--- config.mk ---
export PLATFORM = sky130hd
export DESIGN_NAME = voice_allocator
export DESIGN_NICKNAME = d
export VERILOG_FILES = /design/src/rtl/synth_pkg.sv /design/src/rtl/voice_slot.sv /design/src/rtl/voice_allocator.sv
export SDC_FILE = /design/constraint.sdc
export NUM_CORES = 1
export LEC_CHECK = 0
export CAP_MARGIN = 20
export CORE_UTILIZATION = 59
export DETAILED_ROUTE_END_ITERATION = 7
export PLACE_DENSITY = 0.94
export SETUP_SLACK_MARGIN = 0.2
export SLEW_MARGIN = 5
export SYNTH_ARGS = -nofsm -noshare
export SYNTH_HDL_FRONTEND = slang
export SYNTH_HIERARCHICAL = 1
export SYNTH_SLANG_ARGS = --single-unit
--- constraint.sdc ---
create_clock -name Clock -period 6.1 [get_ports Clock]
set_clock_uncertainty 0.05 [all_clocks]
set_input_delay 0.61 -clock Clock [delete_from_list [all_inputs] [get_ports Clock]]
set_output_delay 0.61 -clock Clock [all_outputs]
set_load 0.01 [all_outputs]
--- src/rtl/synth_pkg.sv ---
// Shared definitions for the synth voice path: allocator FSM encoding,
// WaveGen wave-type codes and default control-word widths.
package synth_pkg;

  typedef enum logic [1:0] {
    ST_IDLE   = 2'd0,
    ST_SCAN   = 2'd1,
    ST_COMMIT = 2'd2
  } alloc_state_e;

  // WaveGen WaveType encoding
  localparam logic [1:0] WAVE_SQUARE   = 2'b00;
  localparam logic [1:0] WAVE_TRIANGLE = 2'b01;
  localparam logic [1:0] WAVE_SAWTOOTH = 2'b10;
  localparam logic [1:0] WAVE_SINE     = 2'b11;

  localparam int DEFAULT_FREQ_WIDTH = 8;
  localparam int DEFAULT_NOTE_WIDTH = 7;

endpackage

--- src/rtl/voice_slot.sv ---
// One voice's state (active, note, frequency, wave, age) plus the note
// compare and saturating age update used by the allocator.
module voice_slot
  import synth_pkg::*;
#(
  parameter int FREQ_WIDTH = DEFAULT_FREQ_WIDTH,
  parameter int NOTE_WIDTH = DEFAULT_NOTE_WIDTH,
  parameter int AGE_WIDTH  = 4
) (
  input  logic                  clk_i,
  input  logic                  rst_ni,
  input  logic                  commit_on_i,
  input  logic                  commit_off_i,
  input  logic                  sel_i,
  input  logic [NOTE_WIDTH-1:0] note_i,
  input  logic [FREQ_WIDTH-1:0] freq_i,
  input  logic [1:0]            wave_i,
  output logic                  active_o,
  output logic                  match_o,
  output logic [AGE_WIDTH-1:0]  age_o,
  output logic [FREQ_WIDTH-1:0] freq_o,
  output logic [1:0]            wave_o,
  output logic                  retrig_o
);

  localparam logic [AGE_WIDTH-1:0] AGE_MAX = '1;

  logic                  active_q, active_d;
  logic [NOTE_WIDTH-1:0] note_q, note_d;
  logic [FREQ_WIDTH-1:0] freq_q, freq_d;
  logic [1:0]            wave_q, wave_d;
  logic [AGE_WIDTH-1:0]  age_q, age_d;
  logic                  retrig_q, retrig_d;
  logic                  load;

  assign load = commit_on_i && sel_i;

  always_comb begin
    active_d = active_q;
    note_d   = note_q;
    freq_d   = freq_q;
    wave_d   = wave_q;
    age_d    = age_q;
    retrig_d = load;
    if (load) begin
      active_d = 1'b1;
      note_d   = note_i;
      freq_d   = freq_i;
      wave_d   = wave_i;
      age_d    = '0;
    end else if (commit_on_i && active_q && (age_q != AGE_MAX)) begin
      age_d = age_q + AGE_WIDTH'(1);
    end
    // Release keeps freq/wave; the mixer gates on the active flag.
    if (commit_off_i && sel_i) begin
      active_d = 1'b0;
    end
  end

  always_ff @(posedge clk_i) begin
    if (!rst_ni) begin
      active_q <= 1'b0;
      note_q   <= '0;
      freq_q   <= '0;
      wave_q   <= WAVE_SQUARE;
      age_q    <= '0;
      retrig_q <= 1'b0;
    end else begin
      active_q <= active_d;
      note_q   <= note_d;
      freq_q   <= freq_d;
      wave_q   <= wave_d;
      age_q    <= age_d;
      retrig_q <= retrig_d;
    end
  end

  assign active_o = active_q;
  assign match_o  = active_q && (note_q == note_i);
  assign age_o    = age_q;
  assign freq_o   = freq_q;
  assign wave_o   = wave_q;
  assign retrig_o = retrig_q;

endmodule

--- src/rtl/voice_allocator.sv ---
// Polyphony allocator: accepts note events, scans one voice per cycle to find
// a match / free / oldest voice, then commits the event to the chosen slot.
module voice_allocator
  import synth_pkg::*;
#(
  parameter int NUM_VOICES = 4,
  parameter int FREQ_WIDTH = DEFAULT_FREQ_WIDTH,
  parameter int NOTE_WIDTH = DEFAULT_NOTE_WIDTH,
  parameter int AGE_WIDTH  = 4
) (
  input  logic                             Clock,
  input  logic                             Reset_n,
  input  logic                             NoteValid,
  output logic                             NoteReady,
  input  logic                             NoteOn,
  input  logic [NOTE_WIDTH-1:0]            NoteNum,
  input  logic [FREQ_WIDTH-1:0]            NoteFreq,
  input  logic [1:0]                       NoteWave,
  output logic [NUM_VOICES-1:0]            VoiceActive,
  output logic [NUM_VOICES*FREQ_WIDTH-1:0] VoiceFrequency,
  output logic [NUM_VOICES*2-1:0]          VoiceWaveType,
  output logic [NUM_VOICES-1:0]            VoiceRetrigger
);

  localparam int IDX_W = (NUM_VOICES > 2) ? $clog2(NUM_VOICES) : 1;
  localparam logic [IDX_W-1:0] LAST_IDX = IDX_W'(NUM_VOICES - 1);

  alloc_state_e state_q, state_d;
  logic accept, commit_on, commit_off;

  logic                  ev_on_q;
  logic [NOTE_WIDTH-1:0] ev_note_q;
  logic [FREQ_WIDTH-1:0] ev_freq_q;
  logic [1:0]            ev_wave_q;

  logic [IDX_W-1:0]     scan_idx_q, scan_idx_d;
  logic                 match_found_q, match_found_d;
  logic [IDX_W-1:0]     match_idx_q, match_idx_d;
  logic                 free_found_q, free_found_d;
  logic [IDX_W-1:0]     free_idx_q, free_idx_d;
  logic                 oldest_found_q, oldest_found_d;
  logic [IDX_W-1:0]     oldest_idx_q, oldest_idx_d;
  logic [AGE_WIDTH-1:0] oldest_age_q, oldest_age_d;
  logic [IDX_W-1:0]     target_idx;

  logic [NUM_VOICES-1:0] slot_active;
  logic [NUM_VOICES-1:0] slot_match;
  logic [NUM_VOICES-1:0] slot_sel;
  logic [AGE_WIDTH-1:0]  slot_age [NUM_VOICES];

  always_ff @(posedge Clock) begin
    if (!Reset_n) begin
      state_q <= ST_IDLE;
    end else begin
      state_q <= state_d;
    end
  end

  always_comb begin
    state_d = state_q;
    case (state_q)
      ST_IDLE:   if (accept) state_d = ST_SCAN;
      ST_SCAN:   if (scan_idx_q == LAST_IDX) state_d = ST_COMMIT;
      ST_COMMIT: state_d = ST_IDLE;
      default:   state_d = ST_IDLE;
    endcase
  end

  always_comb begin
    NoteReady  = (state_q == ST_IDLE);
    accept     = NoteValid && (state_q == ST_IDLE);
    commit_on  = (state_q == ST_COMMIT) && ev_on_q;
    commit_off = (state_q == ST_COMMIT) && !ev_on_q && match_found_q;
  end

  always_ff @(posedge Clock) begin
    if (!Reset_n) begin
      ev_on_q   <= 1'b0;
      ev_note_q <= '0;
      ev_freq_q <= '0;
      ev_wave_q <= WAVE_SQUARE;
    end else if (accept) begin
      ev_on_q   <= NoteOn;
      ev_note_q <= NoteNum;
      ev_freq_q <= NoteFreq;
      ev_wave_q <= NoteWave;
    end
  end

  // Scan trackers are cleared on accept and refined one voice per SCAN cycle.
  always_comb begin
    scan_idx_d     = scan_idx_q;
    match_found_d  = match_found_q;
    match_idx_d    = match_idx_q;
    free_found_d   = free_found_q;
    free_idx_d     = free_idx_q;
    oldest_found_d = oldest_found_q;
    oldest_idx_d   = oldest_idx_q;
    oldest_age_d   = oldest_age_q;
    if (accept) begin
      scan_idx_d     = '0;
      match_found_d  = 1'b0;
      match_idx_d    = '0;
      free_found_d   = 1'b0;
      free_idx_d     = '0;
      oldest_found_d = 1'b0;
      oldest_idx_d   = '0;
      oldest_age_d   = '0;
    end else if (state_q == ST_SCAN) begin
      if (scan_idx_q != LAST_IDX) begin
        scan_idx_d = scan_idx_q + IDX_W'(1);
      end
      if (slot_match[scan_idx_q]) begin
        match_found_d = 1'b1;
        match_idx_d   = scan_idx_q;
      end
      if (!slot_active[scan_idx_q] && !free_found_q) begin
        free_found_d = 1'b1;
        free_idx_d   = scan_idx_q;
      end
      // Strict compare keeps the lowest index on equal ages.
      if (slot_active[scan_idx_q] &&
          (!oldest_found_q || (slot_age[scan_idx_q] > oldest_age_q))) begin
        oldest_found_d = 1'b1;
        oldest_idx_d   = scan_idx_q;
        oldest_age_d   = slot_age[scan_idx_q];
      end
    end
  end

  always_ff @(posedge Clock) begin
    if (!Reset_n) begin
      scan_idx_q     <= '0;
      match_found_q  <= 1'b0;
      match_idx_q    <= '0;
      free_found_q   <= 1'b0;
      free_idx_q     <= '0;
      oldest_found_q <= 1'b0;
      oldest_idx_q   <= '0;
      oldest_age_q   <= '0;
    end else begin
      scan_idx_q     <= scan_idx_d;
      match_found_q  <= match_found_d;
      match_idx_q    <= match_idx_d;
      free_found_q   <= free_found_d;
      free_idx_q     <= free_idx_d;
      oldest_found_q <= oldest_found_d;
      oldest_idx_q   <= oldest_idx_d;
      oldest_age_q   <= oldest_age_d;
    end
  end

  always_comb begin
    if (match_found_q) begin
      target_idx = match_idx_q;
    end else if (free_found_q) begin
      target_idx = free_idx_q;
    end else begin
      target_idx = oldest_idx_q;
    end
  end

  generate
    for (genvar gi = 0; gi < NUM_VOICES; gi++) begin : g_voice
      assign slot_sel[gi] = (target_idx == IDX_W'(gi));

      voice_slot #(
        .FREQ_WIDTH (FREQ_WIDTH),
        .NOTE_WIDTH (NOTE_WIDTH),
        .AGE_WIDTH  (AGE_WIDTH)
      ) u_slot (
        .clk_i        (Clock),
        .rst_ni       (Reset_n),
        .commit_on_i  (commit_on),
        .commit_off_i (commit_off),
        .sel_i        (slot_sel[gi]),
        .note_i       (ev_note_q),
        .freq_i       (ev_freq_q),
        .wave_i       (ev_wave_q),
        .active_o     (slot_active[gi]),
        .match_o      (slot_match[gi]),
        .age_o        (slot_age[gi]),
        .freq_o       (VoiceFrequency[gi*FREQ_WIDTH +: FREQ_WIDTH]),
        .wave_o       (VoiceWaveType[gi*2 +: 2]),
        .retrig_o     (VoiceRetrigger[gi])
      );
    end
  endgenerate

  assign VoiceActive = slot_active;

endmodule

---- Word-level counts from Yosys, hierarchy flattened ----
Cells that the tools add are included.
word-level totals
  register bits after elaboration ......... 127
  bits of input ports ..................... 21
  output and inout port bits .............. 49
cells by class
  add/subtract/negate cells ............... 5
  order comparisons ....................... 3
  equality and inequality tests ........... 17
  mux-type cells .......................... 12
  bitwise gates (word level) .............. 2
  reductions and logical operators ........ 47
operators with widths
  operator                                              count
  equality test 7 bit                                   4
  logical AND 1 bit                                     26
  OR reduction 2 bit                                    9
  adder 4 x 1 -> 4 bit (second input constant)          4
  != test 4 bit (second input constant)                 4
  AND reduction 2 bit                                   5
  binary-select mux 4 bit (select 2 bit)                1
  equality test 2 bit (second input constant)           4
  2-to-1 mux 2 bit                                      4
  2-to-1 mux 4 bit                                      2
  binary-select mux 1 bit (select 2 bit)                2
  equality test 2 x 1 -> 1 bit (second input constant)  2
  greater-than comparator 4 bit                         1
  zero test 1 bit                                       4
  zero test 2 bit                                       2
  != test 2 bit (second input constant)                 2
  one-hot mux 2 bit (2 select lines)                    1
  >= comparator 3 bit (second input constant)           1
  < comparator 2 x 3 -> 1 bit (second input constant)   1
  inverter 2 -> 3 bit                                   1
  adder 2 x 1 -> 2 bit (second input constant)          1
  2-to-1 mux 1 bit                                      2
  != test 2 x 1 -> 1 bit (second input constant)        1
  logical OR 1 bit                                      1
  inverter 1 bit                                        1

---- Longest topological paths before layout ----
  depth in word-level cells ............... 8
  depth in mapped cells ................... 9
  depth with buffers taken out ............ 8

---- Modules after synthesis ----
The synthesis kept the hierarchy.
modules (own cells, without submodules)
  module           instances  cells an instance  area an instance (um2)  sequential area each (um2)
  voice_slot       4          78                 870.8                   460.4
  voice_allocator  1          193                1661.6                  700.7

---- Least setup slack after synthesis ----
OpenSTA, ideal clock, no wires.
  path kind ............................... register -> register
  start ................................... reg scan_idx_q[0]
  end ..................................... reg oldest_age_q[0]
  setup time .............................. 0.129 ns
  data arrival time ....................... 2.023 ns
  required time ........................... 5.921 ns
  path slack .............................. 3.898 ns
  stages on the path, launching flop included .. 8
  buffers on the path ..................... 1
  clock period less this slack ............ 2.202 ns
  cells stage by stage .................... dfxtp_1 > buf_6 > mux4_2 > ha_1 > nand2_1 > o21ai_0 > o211ai_4 > mux2i_1
between the ends
  word-level cells in the longest chain between the ends .. 8
ends and longest elaborated chain
  item                                                 line                                            text
  start: declaration                                   voice_allocator.sv:36                           logic [IDX_W-1:0] scan_idx_q, scan_idx_d;
  start signal: assignment                             voice_allocator.sv:142                          scan_idx_q <= scan_idx_d;
  inverter 2 -> 3 bit (not written as such)            voice_allocator.sv:123, voice_allocator.sv:126
  binary-select mux 4 bit (select 2 bit)               voice_allocator.sv:123, voice_allocator.sv:126
  2-to-1 mux 4 bit (not written as such) (2 in a row)  voice_allocator.sv:123, voice_allocator.sv:126
  greater-than comparator 4 bit                        voice_allocator.sv:123                          (!oldest_found_q || (slot_age[scan_idx_q] > oldest_age_q))) begin
  logical OR 1 bit                                     voice_allocator.sv:123
  logical AND 1 bit                                    voice_allocator.sv:122                          if (slot_active[scan_idx_q] &&
  AND reduction 2 bit (no source line)                 -
  end signal: assignment                               voice_allocator.sv:149                          oldest_age_q <= oldest_age_d;
  end: declaration                                     voice_allocator.sv:43                           logic [AGE_WIDTH-1:0] oldest_age_q, oldest_age_d;
Parallel ways exist; a longest one is shown, timed or not. The select of a mux whose other input is x is not followed.
A chain may end at the register's enable or synchronous reset.

---- Final worst setup path ----
  start ................................... reg scan_idx_q[0]
  end ..................................... reg oldest_age_q[2]
Same word-level chain as after synthesis.

==> qor.txt <==
Outcome: finished clean
Slew margin rel.: 28.81%
Slowest library cell on the worst path: dfxtp_1
CP Capture Type: flop
FMAX: 367.4 MHz
Placer Congestion: 0.8413
Endpoints failing hold: 0
DR WL/cell: 21.25 um
Top cell type's share of synthesized area: 49.42%
Syn Area/Cell: 10.19 um^2
Ant. Diodes: 0
Share of cells above drive strength 1: 8.703%
Area of the die: 9097 um^2
Vias in the first global route: 4,518
Synth Net Count: 535
Worst slew pin tran: 1.062 ns
Post-CTS sizing: 0
Fraction of power spent switching nets: 24.78%
Total clock sinks: 127
Post-Route WL: 14.69 mm
Final ANT Viol Nets: 0
Critical Path Start Type: flop
Cell area after synthesis: 5145 um^2
Multi-input logic area: 2409 um^2
RSZ-0062 raised after global routing: no
Crit path max fanout: 12
Clock insertion delay at the later pin of the skew report: 0.53 ns
# setup viols final: 0
Die width: 95.38 um
Drt pass-1 iters: 6
CP top delay family: multiplexers
WP depth: 6
Starting DRC count in detailed routing: 514
Register area share after synthesis: 49.42%
Net Sw Power: 466.8 uW
Yosys top cell by area: dfxtp_1
First-pass GRT wire length: 23.31 mm
NumNets Final: 603
DRC: 0
Flop pwr share: 45.7%
Hold Crit Depth: 2
Cts bufs inserted: 17
#FFs+latches synth: 127
PortBufs: 69
Clk pwr share: 50.4%
DP HPWL: 8.324 mm
Period utilization: 44.62%
Gr ovfl total: 0
CTS root buffer: clkbuf_8
Tmin final: 2.722 ns
Via count: 4,565
Internal power: 1417 uW
FF+latch area: 2542 um^2
Worst EP arrival: 3.13 ns
Synthesis Warnings: 6
Async S/R FF share, synth: 0%
Crit-path cells: mux4_2 > ha_1 > a211oi_1 > o21ai_0 > o211ai_4 > mux2i_1
Die height: 95.38 um
Max-slew violations: 0
Crit path buf inv count: 0
Initial core utilization: 61.69%
PwrDens: 296.5 nW/um^2
CTS tree: yes
Setup bufs post-CTS: 0
Combinational power share: 3.9%
Total GRT Usage: 34.35%
Row count: 33
Leak Pwr: 0.002324 uW
Maximum VDD drop: 0.0002270 V
Largest net degree at the start of global routing: 25
Area Growth Syn to Fin: 23.44%
Clock buffer depth: 2
Initial antenna violation count: 0
Main synth FF type: dfxtp_1
Final Power: 1883 uW
I/O Pins: 70
Synth area leaders: dfxtp_1, a22o_1, nand2_1
Hold buffers post-CTS: 0
Worst-case reg-to-reg path depth: 6
Core ar.: 8341 um^2
Worst Path Required: 6.51 ns
CP Class: reg2reg
HP Class: reg2reg
Synth cell types: 38
Worst-path clk slew: 0.06 ns
CTS H-tree lvls: 4
Cells after Synth: 505
Post-DR vias/cell: 6.606
Reported max-cap violation count: 0
FILL cells: 470
EDFF count, synth: 0
Critical Path Max Stage Delay: 0.76 ns
Setup tns final: 0 ns
-- worst paths after layout --
path	from	slack, ns	end
setup / recovery	scan_idx_q[0]	3.38	oldest_age_q[2]
hold / removal	oldest_idx_q[0]	0.43	oldest_idx_q[0]
setup reg to reg	scan_idx_q[0]	3.38	oldest_age_q[2]
hold reg to reg	oldest_idx_q[0]	0.43	oldest_idx_q[0]
-- flip-flops by register name (all words and copies together), names as in the netlist --
register / cells
ev_freq_q: 8
ev_note_q: 7
ev_on_q: 1
ev_wave_q: 2
free_found_q: 1
free_idx_q: 2
g_voice.u_slot/active_o: 4
g_voice.u_slot/age_o: 16
g_voice.u_slot/freq_o: 32
g_voice.u_slot/note_q: 28
g_voice.u_slot/retrig_o: 4
g_voice.u_slot/wave_o: 8
match_found_q: 1
match_idx_q: 2
oldest_age_q: 4
oldest_found_q: 1
oldest_idx_q: 2
scan_idx_q: 2
state_q: 2
-- layout make-up --
class                      instances  area share, %
clock buffer                      18          6.580
clock inverter                    14          2.108
inverter                           7         0.4137
multi-input combinational        351          37.92
sequential                       127          40.03
tap                              105          2.069
timing repair buffer              69          10.87
-- cell usage after synthesis (all sizes together), types with 7 or more instances --
cell / instances
nand4: 8
xnor2: 29
and3: 9
dfxtp: 127
ha: 9
mux2i: 13
o21ai: 11
buf: 17
nor2: 25
a211oi: 9
inv: 7
nand3: 7
nand2: 82
a22o: 68
a21oi: 33
-- worst reg2reg max path: cells and delay by family (launching register included) --
family,cells,cell delay (ns)
adders and majority gates,1,0.32
muxes,2,0.85
DFF,1,0.76
AOI/OAI and AO/OA,3,0.67
-- metal layers --
metal	part of all wire (%)	vias up	track usage [%]
met5	0	-	0
met4	4.1	0	16.42
met3	11	87	10.05
met2	47	361	55.30
met1	38	2137	42.16
li1	-	1980	-
-- placed cells by master (no fill, tap or decap), drive strengths merged, types with 2 or more instances in the layout --
| cell type | n |
|---|---|
| nor2 | 25 |
| a22o | 68 |
| nor3 | 5 |
| nand4 | 8 |
| xnor2 | 29 |
| clkinvlp | 4 |
| nand2 | 82 |
| nor3b | 4 |
| and3 | 9 |
| clkinv | 4 |
| a21oi | 33 |
| o21a | 2 |
| o21ai | 11 |
| o211ai | 5 |
| a211oi | 9 |
| clkbuf | 18 |
| or3 | 5 |
| inv | 12 |
| ha | 9 |
| mux4 | 5 |
| mux2i | 13 |
| and2 | 5 |
| a21boi | 4 |
| clkdlybuf4s50 | 69 |
| o31ai | 4 |
| nand3 | 7 |
| dfxtp | 127 |
| a41oi | 4 |
-- power by group through the flow --
stage               Clock [uW]  Combinational, uW  Sequential [uW]
global placement             0               67.5              875
global route               992               79.0              861
finish                     949               74.1              860
CTS                        948               72.4              859
floorplan                    0               50.6              868
detailed placement           0               70.0              876
-- through the flow --
step           utilization (%)  std cells  hold WS, ns  setup slack [ns]  instance area [um^2]
2_1_floorplan                -        505       0.3856             3.898                  5145
3_3_place_gp             69.53        659       0.3951             3.465                  5799
3_5_place_dp             69.53        659       0.4087             3.303                  5799
4_1_cts                  76.15        691       0.4213             3.405                  6351
5_1_grt                  76.15        691       0.4351             3.283                  6351
6_report                 76.15        691       0.4257             3.378                  6351
-- kinds of logic (layout without fill, tap and decap cells) --
kind of cell	count (synthesis)	in the layout	synth area share [%]
simple gates	154	154	14.13
buf+inv	27	108	3.770
fa+ha+maj	9	9	2.189
mux	18	18	4.718
flops	127	127	49.42
xor+xnor	29	29	4.937
compound gates	141	141	20.84
Note: power is estimated with default switching activity, not from simulation.
